<file path="src/rtl/gearbox_seq_ctrl.sv">
`default_nettype none
// ============================================================================
//  Module   : gearbox_seq_ctrl
//  Purpose  : Phase sequencer, back-pressure and alignment checker for the
//             66b-to-32b TX gearbox.
//  Revision : 1.0  initial release
// ============================================================================
module gearbox_seq_ctrl #(
    parameter int DATA_WIDTH    = 32,
    parameter int HDR_WIDTH     = 2,
    parameter int LOCK_FRAMES   = 2,
    parameter int ERR_CNT_WIDTH = 16
) (
    input  logic                     i_clk,
    input  logic                     i_reset,
    input  logic                     i_enable,
    input  logic                     i_valid,
    input  logic                     i_sob,
    output logic                     o_ready,
    output logic [5:0]               o_seq,
    output logic                     o_hdr_sel,
    output logic                     o_gb_valid,
    output logic                     o_locked,
    output logic                     o_align_err,
    input  logic                     i_err_clr,
    output logic [ERR_CNT_WIDTH-1:0] o_err_cnt
);

    localparam logic [5:0] c_PAUSE = 6'(DATA_WIDTH);
    localparam logic [3:0] c_LOCK  = 4'(LOCK_FRAMES);

    // The 33-phase frame only closes for a 2-bit header on a 32-bit word.
    generate
        if (HDR_WIDTH != 2 || DATA_WIDTH != 32 || LOCK_FRAMES < 1 || LOCK_FRAMES > 15) begin : g_param_chk
            $error("gearbox_seq_ctrl: unsupported parameter set");
        end
    endgenerate

    typedef enum logic [1:0] {
        ST_IDLE   = 2'd0,
        ST_RESYNC = 2'd1,
        ST_RUN    = 2'd2
    } state_t;

    state_t                   state_q, state_d;
    logic [5:0]               seq_q, seq_d;
    logic [3:0]               lock_cnt_q, lock_cnt_d;
    logic                     locked_q, locked_d;
    logic                     align_err_q;
    logic [ERR_CNT_WIDTH-1:0] err_cnt_q, err_cnt_d;

    logic w_run;
    logic w_pause;
    logic w_ready;
    logic w_xfer;
    logic w_sob_ok;
    logic w_err;

    assign w_run    = (state_q == ST_RUN);
    assign w_pause  = w_run && (seq_q == c_PAUSE);
    assign w_ready  = (state_q == ST_RESYNC) || (w_run && !w_pause);
    assign w_xfer   = i_valid && w_ready;
    assign w_sob_ok = (i_sob == ~seq_q[0]);

    assign o_ready     = w_ready;
    assign o_seq       = w_run ? seq_q : 6'd0;
    assign o_hdr_sel   = (state_q != ST_IDLE) && !o_seq[0] && (o_seq < c_PAUSE);
    assign o_locked    = locked_q;
    assign o_align_err = align_err_q;
    assign o_err_cnt   = err_cnt_q;

    always_comb begin
        o_gb_valid = 1'b0;
        case (state_q)
            ST_RESYNC: o_gb_valid = w_xfer && i_sob;
            ST_RUN:    o_gb_valid = w_pause || (w_xfer && w_sob_ok);
            default:   o_gb_valid = 1'b0;
        endcase
    end

    always_comb begin
        state_d    = state_q;
        seq_d      = seq_q;
        lock_cnt_d = lock_cnt_q;
        locked_d   = (lock_cnt_q == c_LOCK);
        w_err      = 1'b0;

        case (state_q)
            ST_IDLE: begin
                if (i_enable) state_d = ST_RESYNC;
            end
            ST_RESYNC: begin
                if (w_xfer && i_sob) begin
                    state_d = ST_RUN;
                    seq_d   = 6'd1;
                end
            end
            ST_RUN: begin
                if (w_pause) begin
                    seq_d = 6'd0;
                    if (lock_cnt_q != c_LOCK) lock_cnt_d = lock_cnt_q + 4'd1;
                end else if (w_xfer && w_sob_ok) begin
                    seq_d = seq_q + 6'd1;
                end else begin
                    w_err      = 1'b1;
                    state_d    = ST_RESYNC;
                    seq_d      = 6'd0;
                    lock_cnt_d = 4'd0;
                    locked_d   = 1'b0;
                end
            end
            default: begin
                state_d = ST_IDLE;
                seq_d   = 6'd0;
            end
        endcase

        // Disable overrides everything, including an error in the same cycle.
        if (!i_enable) begin
            state_d    = ST_IDLE;
            seq_d      = 6'd0;
            lock_cnt_d = 4'd0;
            locked_d   = 1'b0;
            w_err      = 1'b0;
        end
    end

    always_comb begin
        err_cnt_d = err_cnt_q;
        if (i_err_clr) begin
            err_cnt_d = '0;
        end else if (w_err && (err_cnt_q != {ERR_CNT_WIDTH{1'b1}})) begin
            err_cnt_d = err_cnt_q + {{(ERR_CNT_WIDTH-1){1'b0}}, 1'b1};
        end
    end

    always_ff @(posedge i_clk or posedge i_reset) begin
        if (i_reset) begin
            state_q     <= ST_IDLE;
            seq_q       <= 6'd0;
            lock_cnt_q  <= 4'd0;
            locked_q    <= 1'b0;
            align_err_q <= 1'b0;
            err_cnt_q   <= '0;
        end else begin
            state_q     <= state_d;
            seq_q       <= seq_d;
            lock_cnt_q  <= lock_cnt_d;
            locked_q    <= locked_d;
            align_err_q <= w_err;
            err_cnt_q   <= err_cnt_d;
        end
    end

endmodule
`default_nettype wire

</file>
<file path="config.mk">
export PLATFORM = sky130hd
export DESIGN_NAME = gearbox_seq_ctrl
export DESIGN_NICKNAME = d
export VERILOG_FILES = /design/src/rtl/gearbox_seq_ctrl.sv
export SDC_FILE = /design/constraint.sdc
export NUM_CORES = 1
export LEC_CHECK = 0
export CORE_MARGIN = 8
export CORE_UTILIZATION = 40
export CTS_CLUSTER_SIZE = 20
export DETAILED_ROUTE_END_ITERATION = 16
export GPL_ROUTABILITY_DRIVEN = 0
export GPL_TIMING_DRIVEN = 0
export HOLD_SLACK_MARGIN = 0.15
export SETUP_SLACK_MARGIN = 0.05
export SKIP_LAST_GASP = 1
export SYNTH_ARGS = -nofsm -noshare
export SYNTH_HDL_FRONTEND = slang
export SYNTH_SLANG_ARGS = --single-unit
</file>
<file path="constraint.sdc">
create_clock -name i_clk -period 4.1 [get_ports i_clk]
set_input_delay 0.82 -clock i_clk [delete_from_list [all_inputs] [get_ports i_clk]]
set_output_delay 0.82 -clock i_clk [all_outputs]
set_load 0.02 [all_outputs]
</file>
==> flow_summary.rst <==
.. list-table::
   :header-rows: 1

   * - Metric
     - Value
   * - Hold path cells
     - 2
   * - IR drop worst, VDD
     - 0.000107 V
   * - # IOs
     - 33
   * - Register-to-register setup slack
     - 1.96 ns
   * - Number of vias after detailed routing
     - 1584
   * - Initial core utilization
     - 0.414
   * - Measured slew at the worst slew-check pin
     - 1.18 ns
   * - Leakage
     - 0.972 nW
   * - Setup repair after global routing missed its margin
     - no
   * - Fmax
     - 266 MHz
   * - Largest net degree at the start of global routing
     - 31
   * - 1st-pass router iterations
     - 4
   * - Critical Path AT
     - 2.94 ns
   * - Yosys Warn Count
     - 0
   * - Fin util
     - 0.524
   * - MaxCap Viol Count
     - 0
   * - Worst reg2reg path endpoint
     - o_err_cnt[13]$_DFFE_PP0P_
   * - # resized after CTS
     - 0
   * - Worst path required time
     - 3.28 ns
   * - Count of cells along the worst register-to-register path
     - 7
   * - Most frequent cells in the layout
     - sky130_fd_sc_hd__clkdlybuf4s50_1, sky130_fd_sc_hd__dfrtp_1, sky130_fd_sc_hd__nand2_1, sky130_fd_sc_hd__o21ai_0, sky130_fd_sc_hd__a21oi_1
   * - Min cycle time layout
     - 3.76 ns
   * - Crit path capture type
     - output pin
   * - Number of nets in the layout
     - 244
   * - Met2 wire length
     - 2150 um
   * - Number of distinct library cells after synthesis
     - 43
   * - Fraction of synthesized area in multiplexers
     - 0.0222
   * - Biggest fanout along the worst timing path
     - 7
   * - Die outline area
     - 6910 um2
   * - Floorplan die width
     - 83.1 um
   * - Final TNS setup
     - 0 ns
   * - P per Cell Area
     - 275 nW/um2
   * - Num CTS Buffers
     - 5
   * - Launching point of the worst reg2reg path
     - seq_q[0]$_DFFE_PP0P_
   * - Hold crit path type
     - reg -> reg
   * - Worst setup path category
     - in -> out
   * - Dominant combinational cell family by area after synthesis
     - simple AND/OR/NAND/NOR gates
   * - Power Total
     - 627 uW
   * - I/O Buffers
     - 32
   * - CTS tree
     - built
   * - Count of endpoints failing setup in the final report
     - 0
   * - Uppermost layer routed
     - met4
   * - Residual DRC
     - 0
   * - Hold violation count in the final report
     - 0
   * - Post-synthesis area per instance
     - 9.44 um2
   * - Wl on met1
     - 2120 um
   * - Die boundary height
     - 83.1 um
   * - Cell area after synthesis
     - 1800 um2
   * - Hold_sp
     - lock_cnt_q[3]$_DFFE_PP0P_
   * - Number of violations reported at the end of detailed-routing iteration 0
     - 82
   * - Top cells by area, synth
     - sky130_fd_sc_hd__dfrtp_1, sky130_fd_sc_hd__ha_1, sky130_fd_sc_hd__a21oi_1, sky130_fd_sc_hd__o21ai_0, sky130_fd_sc_hd__and2_1
   * - Core footprint
     - 4350 um2
   * - Slew margin rel.
     - 0.214
   * - Diodes inserted
     - 0
   * - GRT Residual Overflow
     - 0
   * - H-tree levels
     - 2
   * - Skew-Pair Late Insertion Delay
     - 0.28 ns
   * - Hold_buf cts
     - 0
   * - Cell Count, Final, Fillers Out
     - 283
   * - Clk_skew
     - 0.00426 ns
   * - Kind of start point of the critical path
     - primary input
   * - Half-perimeter wire length after detailed placement
     - 3340 um
   * - Share of the cycle needed by the critical path after routing
     - 0.917
   * - Root buffer cell
     - sky130_fd_sc_hd__clkbuf_8
   * - Fraction of final layout cells sized beyond drive strength 1
     - 0.0736
   * - Sequential-to-total area share from yosys stat
     - 0.416
   * - FP Rows
     - 24
   * - Complex-gate fraction of the synthesized area
     - 0.186
   * - Vias per cell
     - 5.60
   * - Number of sinks on the clock net
     - 30
   * - Detail Route Antenna Nets
     - 0
   * - Wire length of the first global-routing pass
     - 7990 um
   * - Outcome
     - complete, no violations
   * - Total wirelength of the detailed-routed design
     - 4530 um
   * - Post-synthesis cell count
     - 191
   * - Number of instances in the placed design
     - 275
   * - Most common library cell in the layout ignoring fill and taps
     - sky130_fd_sc_hd__clkdlybuf4s50_1
   * - Post-synth EDFFs
     - 0
   * - Routed wl met3
     - 203 um
   * - Setup Buffers After CTS
     - 0
   * - Max Transition Viols Final
     - 0
   * - Primary FF master, synth
     - sky130_fd_sc_hd__dfrtp_1
   * - Wire length per cell after detailed routing
     - 16.0 um
   * - Worst-case clock buffer depth
     - 2
   * - Number of antenna violations at the first check in global routing
     - 0
   * - Adder-cell share of the synthesized area
     - 0.0555
   * - Overall routing resource usage
     - 0.137
   * - Post-synthesis share of cell area spent on xor and xnor gates
     - 0.0243
   * - Post-synthesis register bit count
     - 30
   * - Relative area change from synthesis to final layout
     - 26.4%
   * - Hold EP
     - o_locked$_DFF_PP0_
   * - Vias in the first global route
     - 1681
   * - Portion of synthesized cell area occupied by the leading cell type
     - 0.416
   * - Post-synthesis async set-or-reset flop share
     - 1.00
   * - Largest area contributor in the netlist
     - sky130_fd_sc_hd__dfrtp_1
   * - Synthesized netlist net count
     - 205
   * - Clock-pin slew reported for the worst setup and hold paths after clock tree synthesis
     - 0.06 ns
   * - Post-synthesis share of cell area spent on and, or, nand and nor gates
     - 0.264
==> routing by layer <==
metal,GRT usage,up-vias
li1,-,775
met1,0.169,780
met2,0.217,24
met3,0.0439,5
met4,0.0495,0
met5,0,-
==> cell usage after synthesis, types with 2 or more instances <==
master,count
sky130_fd_sc_hd__dfrtp_1,30
sky130_fd_sc_hd__a21oi_1,13
sky130_fd_sc_hd__nand2_1,13
sky130_fd_sc_hd__o21ai_0,13
sky130_fd_sc_hd__nor2_1,11
sky130_fd_sc_hd__and2_1,10
sky130_fd_sc_hd__ha_1,8
sky130_fd_sc_hd__inv_1,8
sky130_fd_sc_hd__and3_1,7
sky130_fd_sc_hd__nand3_1,7
sky130_fd_sc_hd__o31ai_1,6
sky130_fd_sc_hd__or4_1,6
sky130_fd_sc_hd__nand4_1,5
sky130_fd_sc_hd__or3_1,5
sky130_fd_sc_hd__and2b_1,4
sky130_fd_sc_hd__mux2i_1,4
sky130_fd_sc_hd__nor2b_1,4
sky130_fd_sc_hd__a22o_1,3
sky130_fd_sc_hd__clkbuf_1,3
sky130_fd_sc_hd__nor3_1,3
sky130_fd_sc_hd__xor2_1,3
sky130_fd_sc_hd__o2111ai_1,2
sky130_fd_sc_hd__or2_2,2
sky130_fd_sc_hd__xnor2_1,2
==> logic make-up after synthesis <==
family / after synthesis
AO/OA/AOI/OAI: 49
XOR/XNOR: 5
adder cells (fa/ha/maj): 8
buffers and inverters: 13
flip-flops: 30
multiplexers: 4
AND/OR/NAND/NOR: 82
==> per-stage QoR <==
step	area (um2)	hold WS [ns]	setup WS, ns
finish	2280	0.539	0.341
global route	2280	0.588	0.258
CTS	2280	0.541	0.370
detailed placement	2190	0.531	0.363
global placement	2190	0.528	0.407
floorplan	1800	0.498	1.47
==> sequential cells by signal (all words and copies together) (netlist names) <==
register / cells
o_err_cnt: 16
seq_q: 6
lock_cnt_q: 4
state_q: 2
o_align_err: 1
o_locked: 1
==> cell type report <==
type / count / area [um2]
plain buffers: 5 / 27.5
clock buffers: 7 / 86.3
clock inverters: 1 / 5.00
fillers: 414 / 2070
inverters: 8 / 30.0
multi-input cells: 148 / 995
flip-flops and latches: 30 / 751
well taps: 52 / 65.1
repair buffers: 32 / 320
==> how the worst max path moves through the flow <==
| stage | start | end | slack [ns] | cells past startpoint |
|---|---|---|---|---|
| after detailed placement | i_sob | o_gb_valid | 0.36 | 7 |
| after global placement | i_sob | o_gb_valid | 0.41 | 7 |
| after CTS | i_sob | o_gb_valid | 0.37 | 7 |
| final | i_sob | o_gb_valid | 0.34 | 7 |
| after global routing | i_sob | o_gb_valid | 0.26 | 7 |
| after floorplan | i_sob | o_gb_valid | 1.47 | 5 |
==> report_power, final <==
part	internal [mW]	switching, mW	total (mW)
logic	0.0314	0.0475	0.0788
clock network	0.135	0.110	0.246
registers	0.299	0.00368	0.303
==> critical path, cell delays in order <==
cell and delay, ns:
sky130_fd_sc_hd__clkdlybuf4s50_1 0.53, sky130_fd_sc_hd__xor2_1 0.35, sky130_fd_sc_hd__a22oi_4 0.14, sky130_fd_sc_hd__and2b_1 0.29, sky130_fd_sc_hd__a31oi_1 0.07, sky130_fd_sc_hd__nor2b_1 0.12, sky130_fd_sc_hd__clkdlybuf4s50_1 0.61
No activity file was read; power rests on OpenSTA's default activity.
